[src/rtl/dadda_signed_mac_8.sv]
`default_nettype none
// ============================================================================
//  Module   : dadda_signed_multiplier_8 / dadda_signed_mac_8
//  Brief    : Combinational 8x8 signed Dadda-tree multiplier, and a pipelined
//             signed multiply-accumulate stage built on it. The MAC sums
//             VEC_LEN products into a dot product, flags signed overflow and
//             presents each result on a valid/ready port with backpressure.
//  Revision : 1.0 - initial release
// ============================================================================

module dadda_signed_multiplier_8 (
    input  logic [7:0]  i_a,
    input  logic [7:0]  i_b,
    output logic [15:0] o_p
);

    // Baugh-Wooley partial products, Dadda reduction to two rows, final add.
    // The bit matrix is indexed [column][row]; all unused rows stay 0.
    function automatic logic [15:0] f_dadda_product(input logic [7:0] a,
                                                    input logic [7:0] b);
        logic        mat [16][16];
        logic        nxt [16][16];
        int          hgt [16];
        int          nh  [16];
        int          ptr;
        int          ht;
        int          lim;
        logic        x0;
        logic        x1;
        logic        x2;
        logic        s_bit;
        logic        c_bit;
        logic [15:0] row0;
        logic [15:0] row1;

        for (int c = 0; c < 16; c++) begin
            hgt[4'(c)] = 0;
            nh[4'(c)]  = 0;
            for (int r = 0; r < 16; r++) begin
                mat[4'(c)][4'(r)] = 1'b0;
                nxt[4'(c)][4'(r)] = 1'b0;
            end
        end
        ptr   = 0;
        ht    = 0;
        lim   = 0;
        x0    = 1'b0;
        x1    = 1'b0;
        x2    = 1'b0;
        s_bit = 1'b0;
        c_bit = 1'b0;
        row0  = '0;
        row1  = '0;

        // Partial products: terms mixing exactly one sign bit are inverted,
        // and the correction constants 2^8 and 2^15 are added below.
        for (int i = 0; i < 8; i++) begin
            for (int j = 0; j < 8; j++) begin
                x0 = a[3'(j)] & b[3'(i)];
                if ((i == 7) != (j == 7)) begin
                    x0 = ~x0;
                end
                mat[4'(i + j)][4'(hgt[4'(i + j)])] = x0;
                hgt[4'(i + j)] = hgt[4'(i + j)] + 1;
            end
        end
        mat[4'd8][4'(hgt[4'd8])]   = 1'b1;
        hgt[4'd8]                  = hgt[4'd8] + 1;
        mat[4'd15][4'(hgt[4'd15])] = 1'b1;
        hgt[4'd15]                 = hgt[4'd15] + 1;

        // Dadda stages with column height limits 6, 4, 3, 2. Carries entering
        // a column count towards its height before that column is reduced.
        for (int s = 0; s < 4; s++) begin
            lim = (s == 0) ? 6 : (s == 1) ? 4 : (s == 2) ? 3 : 2;
            for (int c = 0; c < 16; c++) begin
                nh[4'(c)] = 0;
                for (int r = 0; r < 16; r++) begin
                    nxt[4'(c)][4'(r)] = 1'b0;
                end
            end
            for (int c = 0; c < 16; c++) begin
                ptr = 0;
                for (int k = 0; k < 8; k++) begin
                    ht = hgt[4'(c)] - ptr + nh[4'(c)];
                    if (ht > lim) begin
                        x0 = mat[4'(c)][4'(ptr)];
                        x1 = mat[4'(c)][4'(ptr + 1)];
                        if (ht == lim + 1) begin
                            s_bit = x0 ^ x1;
                            c_bit = x0 & x1;
                            ptr   = ptr + 2;
                        end else begin
                            x2    = mat[4'(c)][4'(ptr + 2)];
                            s_bit = x0 ^ x1 ^ x2;
                            c_bit = (x0 & x1) | (x0 & x2) | (x1 & x2);
                            ptr   = ptr + 3;
                        end
                        nxt[4'(c)][4'(nh[4'(c)])] = s_bit;
                        nh[4'(c)] = nh[4'(c)] + 1;
                        // Carry out of column 15 is beyond the 16-bit result.
                        if (c < 15) begin
                            nxt[4'(c + 1)][4'(nh[4'(c + 1)])] = c_bit;
                            nh[4'(c + 1)] = nh[4'(c + 1)] + 1;
                        end
                    end
                end
                for (int r = 0; r < 16; r++) begin
                    if (r >= ptr && r < hgt[4'(c)]) begin
                        nxt[4'(c)][4'(nh[4'(c)])] = mat[4'(c)][4'(r)];
                        nh[4'(c)] = nh[4'(c)] + 1;
                    end
                end
            end
            for (int c = 0; c < 16; c++) begin
                hgt[4'(c)] = nh[4'(c)];
                for (int r = 0; r < 16; r++) begin
                    mat[4'(c)][4'(r)] = nxt[4'(c)][4'(r)];
                end
            end
        end

        for (int c = 0; c < 16; c++) begin
            row0[4'(c)] = mat[4'(c)][4'd0];
            row1[4'(c)] = mat[4'(c)][4'd1];
        end
        return row0 + row1;
    endfunction

    // Product of the two signed operands, modulo 2^16.
    always_comb begin
        o_p = f_dadda_product(i_a, i_b);
    end

endmodule

module dadda_signed_mac_8 #(
    parameter int ACC_W   = 24,
    parameter int VEC_LEN = 4
) (
    input  logic             clk,
    input  logic             rst,
    input  logic             in_valid,
    output logic             in_ready,
    input  logic [7:0]       in_a,
    input  logic [7:0]       in_b,
    output logic             out_valid,
    input  logic             out_ready,
    output logic [ACC_W-1:0] out_acc,
    output logic             out_ovf
);

    localparam int                c_CNT_W = (VEC_LEN > 1) ? $clog2(VEC_LEN) : 1;
    localparam logic [c_CNT_W-1:0] c_LAST = c_CNT_W'(VEC_LEN - 1);

    logic [7:0]         r_a_q,         w_a_d;
    logic [7:0]         r_b_q,         w_b_d;
    logic               r_o_valid_q,   w_o_valid_d;
    logic [15:0]        r_p_q,         w_p_d;
    logic               r_p_valid_q,   w_p_valid_d;
    logic [ACC_W-1:0]   r_acc_q,       w_acc_d;
    logic [c_CNT_W-1:0] r_cnt_q,       w_cnt_d;
    logic               r_seen_q,      w_seen_d;
    logic [ACC_W-1:0]   r_out_acc_q,   w_out_acc_d;
    logic               r_out_ovf_q,   w_out_ovf_d;
    logic               r_out_valid_q, w_out_valid_d;

    logic               w_en;
    logic [15:0]        w_prod;
    logic [ACC_W-1:0]   w_p_ext;
    logic [ACC_W-1:0]   w_sum;
    logic               w_ovf_now;
    logic               w_last;

    dadda_signed_multiplier_8 u_mul (
        .i_a (r_a_q),
        .i_b (r_b_q),
        .o_p (w_prod)
    );

    // Advance enable, accumulation arithmetic and next state of every stage.
    always_comb begin
        w_en      = !(r_out_valid_q && !out_ready);
        w_p_ext   = ACC_W'($signed(r_p_q));
        w_sum     = r_acc_q + w_p_ext;
        w_ovf_now = (r_acc_q[ACC_W-1] == w_p_ext[ACC_W-1]) &&
                    (w_sum[ACC_W-1] != r_acc_q[ACC_W-1]);
        w_last    = (r_cnt_q == c_LAST);

        w_a_d         = r_a_q;
        w_b_d         = r_b_q;
        w_o_valid_d   = r_o_valid_q;
        w_p_d         = r_p_q;
        w_p_valid_d   = r_p_valid_q;
        w_acc_d       = r_acc_q;
        w_cnt_d       = r_cnt_q;
        w_seen_d      = r_seen_q;
        w_out_acc_d   = r_out_acc_q;
        w_out_ovf_d   = r_out_ovf_q;
        w_out_valid_d = r_out_valid_q;

        // A consumed result drops out_valid unless a new one lands below.
        if (r_out_valid_q && out_ready) begin
            w_out_valid_d = 1'b0;
        end

        if (w_en) begin
            w_a_d       = in_a;
            w_b_d       = in_b;
            w_o_valid_d = in_valid;
            w_p_d       = w_prod;
            w_p_valid_d = r_o_valid_q;
            if (r_p_valid_q) begin
                if (w_last) begin
                    w_out_acc_d   = w_sum;
                    w_out_ovf_d   = r_seen_q | w_ovf_now;
                    w_out_valid_d = 1'b1;
                    w_acc_d       = '0;
                    w_cnt_d       = '0;
                    w_seen_d      = 1'b0;
                end else begin
                    w_acc_d  = w_sum;
                    w_cnt_d  = r_cnt_q + c_CNT_W'(1);
                    w_seen_d = r_seen_q | w_ovf_now;
                end
            end
        end
    end

    // State registers; reset discards partial sums and in-flight pairs.
    always_ff @(posedge clk) begin
        if (rst) begin
            r_a_q         <= '0;
            r_b_q         <= '0;
            r_o_valid_q   <= 1'b0;
            r_p_q         <= '0;
            r_p_valid_q   <= 1'b0;
            r_acc_q       <= '0;
            r_cnt_q       <= '0;
            r_seen_q      <= 1'b0;
            r_out_acc_q   <= '0;
            r_out_ovf_q   <= 1'b0;
            r_out_valid_q <= 1'b0;
        end else begin
            r_a_q         <= w_a_d;
            r_b_q         <= w_b_d;
            r_o_valid_q   <= w_o_valid_d;
            r_p_q         <= w_p_d;
            r_p_valid_q   <= w_p_valid_d;
            r_acc_q       <= w_acc_d;
            r_cnt_q       <= w_cnt_d;
            r_seen_q      <= w_seen_d;
            r_out_acc_q   <= w_out_acc_d;
            r_out_ovf_q   <= w_out_ovf_d;
            r_out_valid_q <= w_out_valid_d;
        end
    end

    assign in_ready  = w_en;
    assign out_valid = r_out_valid_q;
    assign out_acc   = r_out_acc_q;
    assign out_ovf   = r_out_ovf_q;

endmodule
`default_nettype wire

[config.mk]
export PLATFORM = sky130hd
export DESIGN_NAME = dadda_signed_mac_8
export DESIGN_NICKNAME = d
export VERILOG_FILES = /design/src/rtl/dadda_signed_mac_8.sv
export SDC_FILE = /design/constraint.sdc
export NUM_CORES = 1
export LEC_CHECK = 0
export CORE_ASPECT_RATIO = 0.75
export CORE_MARGIN = 5
export CORE_UTILIZATION = 45
export DETAILED_ROUTE_END_ITERATION = 10
export PLACE_DENSITY = 0.7
export SYNTH_ARGS = -nofsm -noshare
export SYNTH_HDL_FRONTEND = slang
export SYNTH_SLANG_ARGS = --single-unit
[constraint.sdc]
create_clock -name clk -period 2.68 [get_ports clk]
set_input_delay 0.804 -clock clk [delete_from_list [all_inputs] [get_ports clk]]
set_output_delay 0.804 -clock clk [all_outputs]
set_load 0.02 [all_outputs]
## Word-level counts from Yosys, hierarchy flattened

Index checks and enable logic that the tools add are counted.

| storage, ports and cells | value |
|---|---|
| bits in registers | 79 |
| bits of input ports | 20 |
| output and inout bits | 27 |
| word-level logic and storage cells | 75 |

| operators by class | value |
|---|---|
| add/subtract/negate cells | 3 |
| eq/ne operators | 3 |
| muxes and demuxes | 7 |
| bitwise operators | 44 |
| reductions and logical operators | 7 |

Operators with widths:

| kind | number |
|---|---|
| $and A1 B1 Y1 | 28 |
| $add A24 B24 Y24 | 1 |
| $mux W24 | 1 |
| $xor A1 B1 Y1 | 10 |
| $add A8 B7 Y9 | 1 |
| $mux W1 | 5 |
| $or A1 B1 Y1 | 5 |
| $logic_and A1 B1 Y1 | 3 |
| $reduce_and A3 Y1 | 1 |
| $add A2 B1 Y2 const B | 1 |
| $eq A2 B2 Y1 const B | 1 |
| $logic_not A1 Y1 | 2 |
| $mux W2 | 1 |
| $reduce_and A2 Y1 | 1 |
| $eq A1 B1 Y1 | 1 |
| $ne A1 B1 Y1 | 1 |
| $not A1 Y1 | 1 |

## Logic depth before layout (Yosys ltp)

Gate-level depths: netlist of run 1.

| depth | value |
|---|---|
| depth after elaboration | 6 |
| mapped depth | 12 |
| depth with buffers taken out | 12 |

## By module

A second synthesis of run 1 with hierarchy kept.

| second synthesis, totals | value |
|---|---|
| cells, all modules | 548 |
| area, all modules | 4757.1 µm² |

By module, submodules not included:

| module | instances | cells each | area each (µm²) | sequential area each (µm²) |
|---|---|---|---|---|
| dadda_signed_mac_8 | 1 | 489 | 4245.3 | 1741.7 |
| dadda_signed_multiplier_8 | 1 | 59 | 511.7 | 0.0 |

## Least setup slack after synthesis of run 1

No wires, ideal clock.

| timing | value |
|---|---|
| path type | reg2reg |
| from | register r_a_q[3] |
| to | register r_p_q[5] |
| library setup time | 70 ps |
| data arrival time | 2605 ps |
| data required time | 2610 ps |
| path slack | 4 ps |
| cell stages (with the launch flop) | 12 |
| path buffers | 0 |
| clock period less this slack | 2676 ps |
| cell sequence | dfxtp_1 and2_1 ha_1 inv_1 fa_1 inv_1 ha_1 nor2b_1 o21ai_0 a21oi_1 or3b_2 a21oi_1 |

| between the ends | value |
|---|---|
| longest elaborated chain between the ends | 6 |
| elaborated cells between the ends (all ways) | 22 |
| classes of those cells | add/sub (1); bitwise (21) |

Ends and longest elaborated chain:

| element | line | text |
|---|---|---|
| from (decl) | 156 | `logic [7:0] r_a_q, w_a_d;` |
| from (signal assigned) | 245 | `r_a_q <= w_a_d;` |
| $and A1 B1 Y1 | 59 | `x0 = a[3'(j)] & b[3'(i)];` |
| $xor A1 B1 Y1 or $and A1 B1 Y1 (tied branches) | 90, 96 |  |
| $and A1 B1 Y1 or $or A1 B1 Y1 (tied branches) | 96 | `c_bit = (x0 & x1) \| (x0 & x2) \| (x1 & x2);` |
| $or A1 B1 Y1 | 96 |  |
| $or A1 B1 Y1 or $xor A1 B1 Y1 (tied branches) | n/a |  |
| $add A8 B7 Y9 (*) | 127 | `return row0 + row1;` |
| to (signal assigned) | 248 | `r_p_q <= w_p_d;` |
| to (decl) | 159 | `logic [15:0] r_p_q, w_p_d;` |

Every way passes the cells marked *; elsewhere a longest branch is shown, timed or not.
A chain may end at the register's enable or synchronous reset.

## Final worst setup path of run 1

| timing | value |
|---|---|
| from | register r_a_q[3] |
| to | register r_p_q[7] |

| between the ends | value |
|---|---|
| longest elaborated chain between the ends | 6 |
| elaborated cells between the ends (all ways) | 27 |
| classes of those cells | add/sub (1); bitwise (26) |

Ends and longest elaborated chain:

| element | line |
|---|---|
| $and A1 B1 Y1 | 59 |
| $xor A1 B1 Y1 or $and A1 B1 Y1 (tied branches) | 90, 96 |
| $and A1 B1 Y1 or $or A1 B1 Y1 (tied branches) | 96 |
| $or A1 B1 Y1 | 96 |
| $or A1 B1 Y1, or another cell as far along | 96 |
| $add A8 B7 Y9 (*) | 127 |

Marks and branches as above.

==> results of run 1 <==
==> power by group through the flow <==
stage               clock [W]  sequential [W]  combinational [W]
floorplan                   0         0.00112          0.0000806
global placement            0         0.00112           0.000136
detailed placement          0         0.00112           0.000139
CTS                   0.00107         0.00110           0.000143
global route          0.00111         0.00110           0.000169
finish                0.00104         0.00110           0.000153
==> Yosys cell counts, types with 6 or more instances <==
master / number
sky130_fd_sc_hd__dfxtp_1: 72
sky130_fd_sc_hd__nand2_1: 68
sky130_fd_sc_hd__a21oi_1: 39
sky130_fd_sc_hd__o21ai_0: 32
sky130_fd_sc_hd__nor2_1: 25
sky130_fd_sc_hd__ha_1: 23
sky130_fd_sc_hd__and2_1: 17
sky130_fd_sc_hd__xnor2_1: 15
sky130_fd_sc_hd__inv_1: 13
sky130_fd_sc_hd__clkbuf_1: 12
sky130_fd_sc_hd__nand3_1: 12
sky130_fd_sc_hd__a21o_1: 11
sky130_fd_sc_hd__a22o_1: 11
sky130_fd_sc_hd__xor2_1: 8
sky130_fd_sc_hd__nor3_1: 7
sky130_fd_sc_hd__a211oi_1: 6
sky130_fd_sc_hd__a31oi_1: 6
==> per-stage QoR <==
step           std cells  setup slack, ns  total power (W)  utilization, %  hold slack, ns
2_1_floorplan        437          0.00446          0.00120               -           0.432
3_5_place_dp         582          -0.0985          0.00126            54.1           0.436
5_1_grt              602           -0.175          0.00238            58.4           0.466
4_1_cts              600           0.0157          0.00231            57.6           0.449
6_report             602          -0.0489          0.00229            58.4           0.446
3_3_place_gp         582          -0.0901          0.00126            54.1           0.430
==> flip-flops by register name, summed over array words and instances, names as in the netlist <==
name,count
r_b_q,4
out_valid,1
r_cnt_q,2
out_acc,24
r_o_valid_q,1
out_ovf,1
r_p_q,9
r_a_q,4
r_seen_q,1
r_p_valid_q,1
r_acc_q,24
==> worst max-delay path, stage by stage (launching register included) <==
cell                      delay (ns)
sky130_fd_sc_hd__dfxtp_2        0.32
sky130_fd_sc_hd__and2_4         0.16
sky130_fd_sc_hd__ha_4           0.26
sky130_fd_sc_hd__inv_2          0.03
sky130_fd_sc_hd__fa_1           0.48
sky130_fd_sc_hd__inv_2          0.05
sky130_fd_sc_hd__ha_4           0.26
sky130_fd_sc_hd__nor2b_4        0.15
sky130_fd_sc_hd__o21ai_2        0.09
sky130_fd_sc_hd__a21oi_2        0.20
sky130_fd_sc_hd__o21ai_2        0.08
sky130_fd_sc_hd__or4_1          0.51
sky130_fd_sc_hd__nand3_1        0.09
==> layout make-up <==
cell class,count,area [um2],share of cell area [%]
repair buffers,64,599,13.0
clock inverters,7,120,2.60
multi-input cells,332,2160,46.6
well taps,105,131,2.84
clock buffers,9,124,2.68
flip-flops and latches,72,1440,31.2
inverters,13,48.8,1.06
==> cells in the final DEF, fill, tap and decap left out, types with 3 or more instances in the layout <==
master	Yosys	routed
sky130_fd_sc_hd__dfxtp_1	72	70
sky130_fd_sc_hd__nand2_1	68	68
sky130_fd_sc_hd__a21oi_1	39	38
sky130_fd_sc_hd__clkdlybuf4s50_1	0	37
sky130_fd_sc_hd__o21ai_0	32	29
sky130_fd_sc_hd__nor2_1	25	24
sky130_fd_sc_hd__buf_4	0	24
sky130_fd_sc_hd__ha_1	23	20
sky130_fd_sc_hd__and2_1	17	15
sky130_fd_sc_hd__xnor2_1	15	15
sky130_fd_sc_hd__nand3_1	12	12
sky130_fd_sc_hd__inv_1	13	11
sky130_fd_sc_hd__a21o_1	11	11
sky130_fd_sc_hd__a22o_1	11	11
sky130_fd_sc_hd__clkbuf_8	0	9
sky130_fd_sc_hd__xor2_1	8	8
sky130_fd_sc_hd__nor3_1	7	7
sky130_fd_sc_hd__a211oi_1	6	6
sky130_fd_sc_hd__a31oi_1	6	6
sky130_fd_sc_hd__and3_1	5	5
sky130_fd_sc_hd__or4_1	5	5
sky130_fd_sc_hd__nor2b_1	5	4
sky130_fd_sc_hd__a22oi_1	4	4
sky130_fd_sc_hd__or3_1	4	4
sky130_fd_sc_hd__nand3b_1	4	4
sky130_fd_sc_hd__fa_1	4	4
sky130_fd_sc_hd__nor3b_1	3	3
sky130_fd_sc_hd__ha_4	0	3
sky130_fd_sc_hd__bufinv_16	0	3
==> repair_timing <==
item	CTS	global route
pin swaps	4	9
endpoints found under the setup margin	4	5
setup buffers	2	2
gates resized for setup	7	12
==> how the worst max path moves through the flow <==
stage / startpoint / endpoint / slack (ns)
final: r_a_q[3] / r_p_q[7] / -0.05
after detailed placement: out_ready / in_ready / -0.1
after CTS: r_a_q[2] / r_p_q[7] / 0.02
after global routing: r_b_q[1] / r_p_q[7] / -0.17
after global placement: out_ready / in_ready / -0.09
after floorplan: r_a_q[3] / r_p_q[5] / 0.004
==> routing by layer <==
metal	wire, um	vias to the layer above	part of all wire, %
met5	0	-	0
met4	93	0	1.1
met3	534	10	6.2
met2	3740	83	43
met1	4260	1510	49
li1	-	1645	-
==> logic make-up (layout without fill, tap and decap cells) <==
family                   count (synthesis)  in the layout  synth area share (%)
AO/OA/AOI/OAI                          119            119                  19.9
XOR/XNOR                                23             23                  5.50
buffers and inverters                   33             93                  3.49
adder cells (fa/ha/maj)                 27             27                  10.0
flip-flops                              72             72                  39.4
AND/OR/NAND/NOR                        163            163                  21.7
==> metrics, run 1 <==
run status finished, violations left; violations in the final reports setup timing; slew at the pin with the worst max-slew slack 0.629 ns; Worst Setup Slack, final -0.0489 ns; Internal Dissipation between 0.0015 and 0.002 W; end point of the worst hold path out_acc[20]; slack of the worst reg-to-reg path -0.05 ns; hold path startpoint out_acc[20]; Max-cap violations 0; TritonCTS clock tree yes; time the worst path needs with I/O delays and setup between 2 and 3 ns; max frequency 366 MHz; global-route congestion overflow total 0; Hold Path Depth 2; average wire length per cell after detail routing 14.3 um; largest vdd supply drop around 0.00027 V; ratio of cells with drive above 1 in the final layout about an eighth; total leakage power 1.87 nW; TritonCTS sink count 72; number of warning messages in the yosys log 0; Reg clk slew, reported paths 0.07 ns; number of synthesized register bits 72; CP Data Arrival Time 3.03 ns; first-pass GRT wire length 14200 um; hold_buf cts 0; worst reg-to-reg path cell count 12; combined global-route utilization of all metal layers 17.7%; # DRC 0; Post-Syn Area per Cell 8.38 um2; via density per instance 5.40; sequential share of power 47.8%; count of buffers inserted at the top-level ports 38; initial core utilization between 40% and 50%; clk buf depth 2; share of flip-flops with an asynchronous set or reset 0%; dominant cells by area after synthesis sky130_fd_sc_hd__dfxtp_1, sky130_fd_sc_hd__ha_1, sky130_fd_sc_hd__nand2_1, sky130_fd_sc_hd__a21oi_1, sky130_fd_sc_hd__o21ai_0; Die ar. 10100 um2; number of distinct library cells after synthesis 42; Crit Reg-Reg Startpoint r_a_q[3]; Rows 28; Chip Height 88.1 um; M3 GR Usage about 5.0%; tightest slew margin relative to the limit 58.0%; number of enable-type register cells in the synthesized netlist 0; hpwl dp 6130 um; final hold violation count 0; net count after synthesis 484; total negative slack -0.0489 ns; hold crit path type reg2reg; number of inserted diodes 0; predominant post-synthesis flop cell sky130_fd_sc_hd__dfxtp_1; GRT met2 Usage between 20% and 30%; fillcell total 741; cell count after synthesis 437; crit share post-route 102%; Area growth syn-to-layout 26.3%; PwrDens 496 nW/um2; detailed-route via count 3248; kind of start point of the critical path register; Routability Congestion just over 0.9; Chip Width about 110 um; clock latency of the later-clocked register in the worst-skew pair 0.36 ns; logic gate share of total power between 6 and 7%; setup repair after global routing missed its margin yes; Crit. End Element register; RR Endpoint r_p_q[7]; Placement Cell Area 4280 um2; met1 Use GR about a quarter; share of Yosys cell area claimed by the top area cell type 39.4%; Cell Area, Synth 3660 um2; aggregate routed wire length 8620 um; total I/O pin count 47; maximum number of pins on one net before global-route repair 40; Final Setup Violations 1; number of antenna violations at the first check in global routing 0; global route hottest layer met2; proportion of synthesized chip area in sequential cells 39.4%; core region area 7920 um2; Clk Tree Root Cell sky130_fd_sc_hd__clkbuf_8; NumNets Final 539; post-route cell area 4620 um2; final max-slew violation count 0; proportion of power drawn by the clock network between 40% and 50%; clock skew after layout 0.0109 ns; Inserted Clock Buffers 9; Worst Setup Path Type reg2reg; number of violations reported at the end of detailed-routing iteration 0 between 200 and 250; critical path peak fanout 2; Detailed Routing Iterations Pass 1 5; switching power summed over all nets roughly 0.00052 W; number of levels in the clock H-tree 3; post-synth top area cell sky130_fd_sc_hd__dfxtp_1; number of global-route vias before repair 3042; Switching Share a little under a quarter; antenna-violating nets left 0; Crit path required time 2.98 ns
(Power assumes the default switching activity.)
==> run 2, diff against run 1 <==
Settings changed: PLACE_DENSITY 0.7 to 0.67, REMOVE_ABC_BUFFERS from default to 1.
Clock period 2.68 ns to 2.8 ns, I/O delays scaled along.
==> run 2 against run 1 <==
Effect of this change:
- the flow now finishes without violations
- power decreased by 12%
- register-to-register slack better by 0.15 ns
- clock power down 20%
- clock-buffer cell count rose by 4
- sequential share of layout area is 0.66 points higher
- critical endpoint unchanged
==> metrics, run 2 (synthesis gave the netlist of run 1 again) <==
PwrDens 446 nW/um2; antenna-violating nets left 0; slack of the worst reg-to-reg path between 0.09 and 0.1 ns; Chip Height 88.1 um; maximum number of pins on one net before global-route repair 40; final hold violation count 0; combined global-route utilization of all metal layers between 15 and 20%; global-route congestion overflow total 0; clk buf depth 2; total leakage power 1.84 nW; Clk Tree Root Cell sky130_fd_sc_hd__clkbuf_8; critical path peak fanout 2; aggregate routed wire length 8420 um; post-route cell area 4520 um2; Final Setup Violations 0; time the worst path needs with I/O delays and setup 2.70 ns; hold_buf cts 0; Detailed Routing Iterations Pass 1 4; worst reg-to-reg path cell count 12; Inserted Clock Buffers 9; number of levels in the clock H-tree 3; Multi-input gate area roughly 2100 um2; final max-slew violation count 0; RR Endpoint r_p_q[7]; tightest slew margin relative to the limit between 50% and 60%; Routability Congestion 0.821; TritonCTS clock tree yes; Placement Cell Area ~4300 um2; TritonCTS sink count 72; fillcell total 766; proportion of power drawn by the clock network 41.0%; setup repair after global routing missed its margin yes; via density per instance 5.34; Crit Reg-Reg Startpoint r_a_q[3]; hold crit path type reg2reg; Worst Setup Path Type reg2reg; detailed-route via count between 3000 and 4000; total power just over 0.002 W; kind of start point of the critical path register; slew at the pin with the worst max-slew slack 0.685 ns; total I/O pin count 47; crit share post-route 96.5%; storage element area 1440 um2; number of violations reported at the end of detailed-routing iteration 0 142; max frequency 370 MHz; number of inserted diodes 0; number of global-route vias before repair 3002; Critical Path Start r_a_q[3]; Die ar. 10100 um2; initial core utilization 46.2%; switching power summed over all nets 0.000456 W; CP Data Arrival Time 2.99 ns; hpwl dp 6040 um; Area growth syn-to-layout 23.5%; clock skew after layout 0.00775 ns; largest vdd supply drop 0.000346 V; Crit. End Element register; setup bufs post-CTS 0; Chip Width around 110 um; clock latency of the later-clocked register in the worst-skew pair 0.35 ns; Setup crit end r_p_q[7]; Switching Share a little under a quarter; logic gate share of total power 7.0%; Crit path required time 3.09 ns; Reg clk slew, reported paths roughly 0.07 ns; number of antenna violations at the first check in global routing 0; Internal Dissipation 0.00156 W; count of buffers inserted at the top-level ports 38; top library cells by usage in the layout, fill and taps aside sky130_fd_sc_hd__dfxtp_1, sky130_fd_sc_hd__nand2_1, sky130_fd_sc_hd__a21oi_1, sky130_fd_sc_hd__clkdlybuf4s50_1, sky130_fd_sc_hd__o21ai_0; run status completed; most common cell after layout, fill and taps aside sky130_fd_sc_hd__dfxtp_1; first-pass GRT wire length 14200 um; Rows 28; average wire length per cell after detail routing 14.1 um; # DRC 0; ratio of cells with drive above 1 in the final layout 9.53%; Max-cap violations 0; NumNets Final 535; core region area 7920 um2; sequential share of power 52.0%
[run 2: changes by cell type in the layout (fill, tap and decap cells not counted), moves of 2 or more]
cell,change
sky130_fd_sc_hd__and2_1,+2
sky130_fd_sc_hd__and2_4,-2
sky130_fd_sc_hd__buf_4,-4
sky130_fd_sc_hd__bufinv_16,-2
sky130_fd_sc_hd__clkbuf_1,+2
sky130_fd_sc_hd__clkbuf_8,+2
sky130_fd_sc_hd__clkinv_4,-2
sky130_fd_sc_hd__ha_1,+2
sky130_fd_sc_hd__ha_4,-2
sky130_fd_sc_hd__inv_1,+2
sky130_fd_sc_hd__inv_2,-2
[run 2: power groups by stage]
stage	logic [W]	clock network [W]	registers, W
global placement	0.000132	0	0.00107
detailed placement	0.000134	0	0.00107
floorplan	0.0000675	0	0.00107
global route	0.000157	0.000910	0.00105
CTS	0.000136	0.000859	0.00105
finish	0.000141	0.000828	0.00105
[run 2: how the worst min path moves through the flow]
stage                           start     endpoint  slack, ns  depth (start not counted)
after floorplan           r_o_valid_q  r_o_valid_q       0.43                          2
after global placement        out_ovf      out_ovf       0.43                          2
after detailed placement  out_acc[20]  out_acc[20]       0.44                          2
after CTS                 out_acc[20]  out_acc[20]       0.45                          2
after global routing       r_cnt_q[1]   r_cnt_q[1]       0.48                          2
final                     out_acc[20]  out_acc[20]       0.44                          2
[run 2: through the flow]
stage | hold slack (ns) | setup TNS [ns] | util, % | setup slack [ns] | std cells
floorplan | 0.426 | -38.14 | - | -1.07 | 417
global placement | 0.429 | -0.0681 | 54.1 | -0.0681 | 582
detailed placement | 0.437 | -0.0689 | 54.1 | -0.0689 | 582
CTS | 0.448 | 0 | 56.6 | 0.00307 | 598
global route | 0.476 | -0.0104 | 57.1 | -0.0104 | 598
finish | 0.444 | 0 | 57.1 | 0.0976 | 598
[run 2: timing repair]
item / CTS / global route
setup endpoints to repair: 3 / 3
resized for setup: 2 / 11
pin swaps: 1 / 4
[run 2: cell type report]
class                      instances  share of cell area, %
clock buffer                      13                   3.51
clock inverter                     3                  0.885
inverter                          13                   1.08
multi-input combinational        332                   47.1
sequential                        72                   31.9
tap                              105                   2.90
timing repair buffer              60                   12.6
[run 2: critical path: stages (launching register included)]
cell and delay [ns]:
sky130_fd_sc_hd__dfxtp_2 0.32, sky130_fd_sc_hd__and2_1 0.15, sky130_fd_sc_hd__ha_1 0.27, sky130_fd_sc_hd__inv_1 0.05, sky130_fd_sc_hd__fa_1 0.53, sky130_fd_sc_hd__inv_1 0.07, sky130_fd_sc_hd__ha_4 0.27, sky130_fd_sc_hd__nor2b_4 0.15
sky130_fd_sc_hd__o21ai_2 0.08, sky130_fd_sc_hd__a21oi_2 0.16, sky130_fd_sc_hd__o21ai_1 0.09, sky130_fd_sc_hd__or4_1 0.41, sky130_fd_sc_hd__nand3_1 0.09
[run 2: per-layer routing]
layer,vias to the layer above,track usage (%),wire length (um)
li1,1628,-,-
met1,1490,24.0,4270
met2,62,27.4,3580
met3,12,4.35,430
met4,0,5.93,134
met5,-,0,0
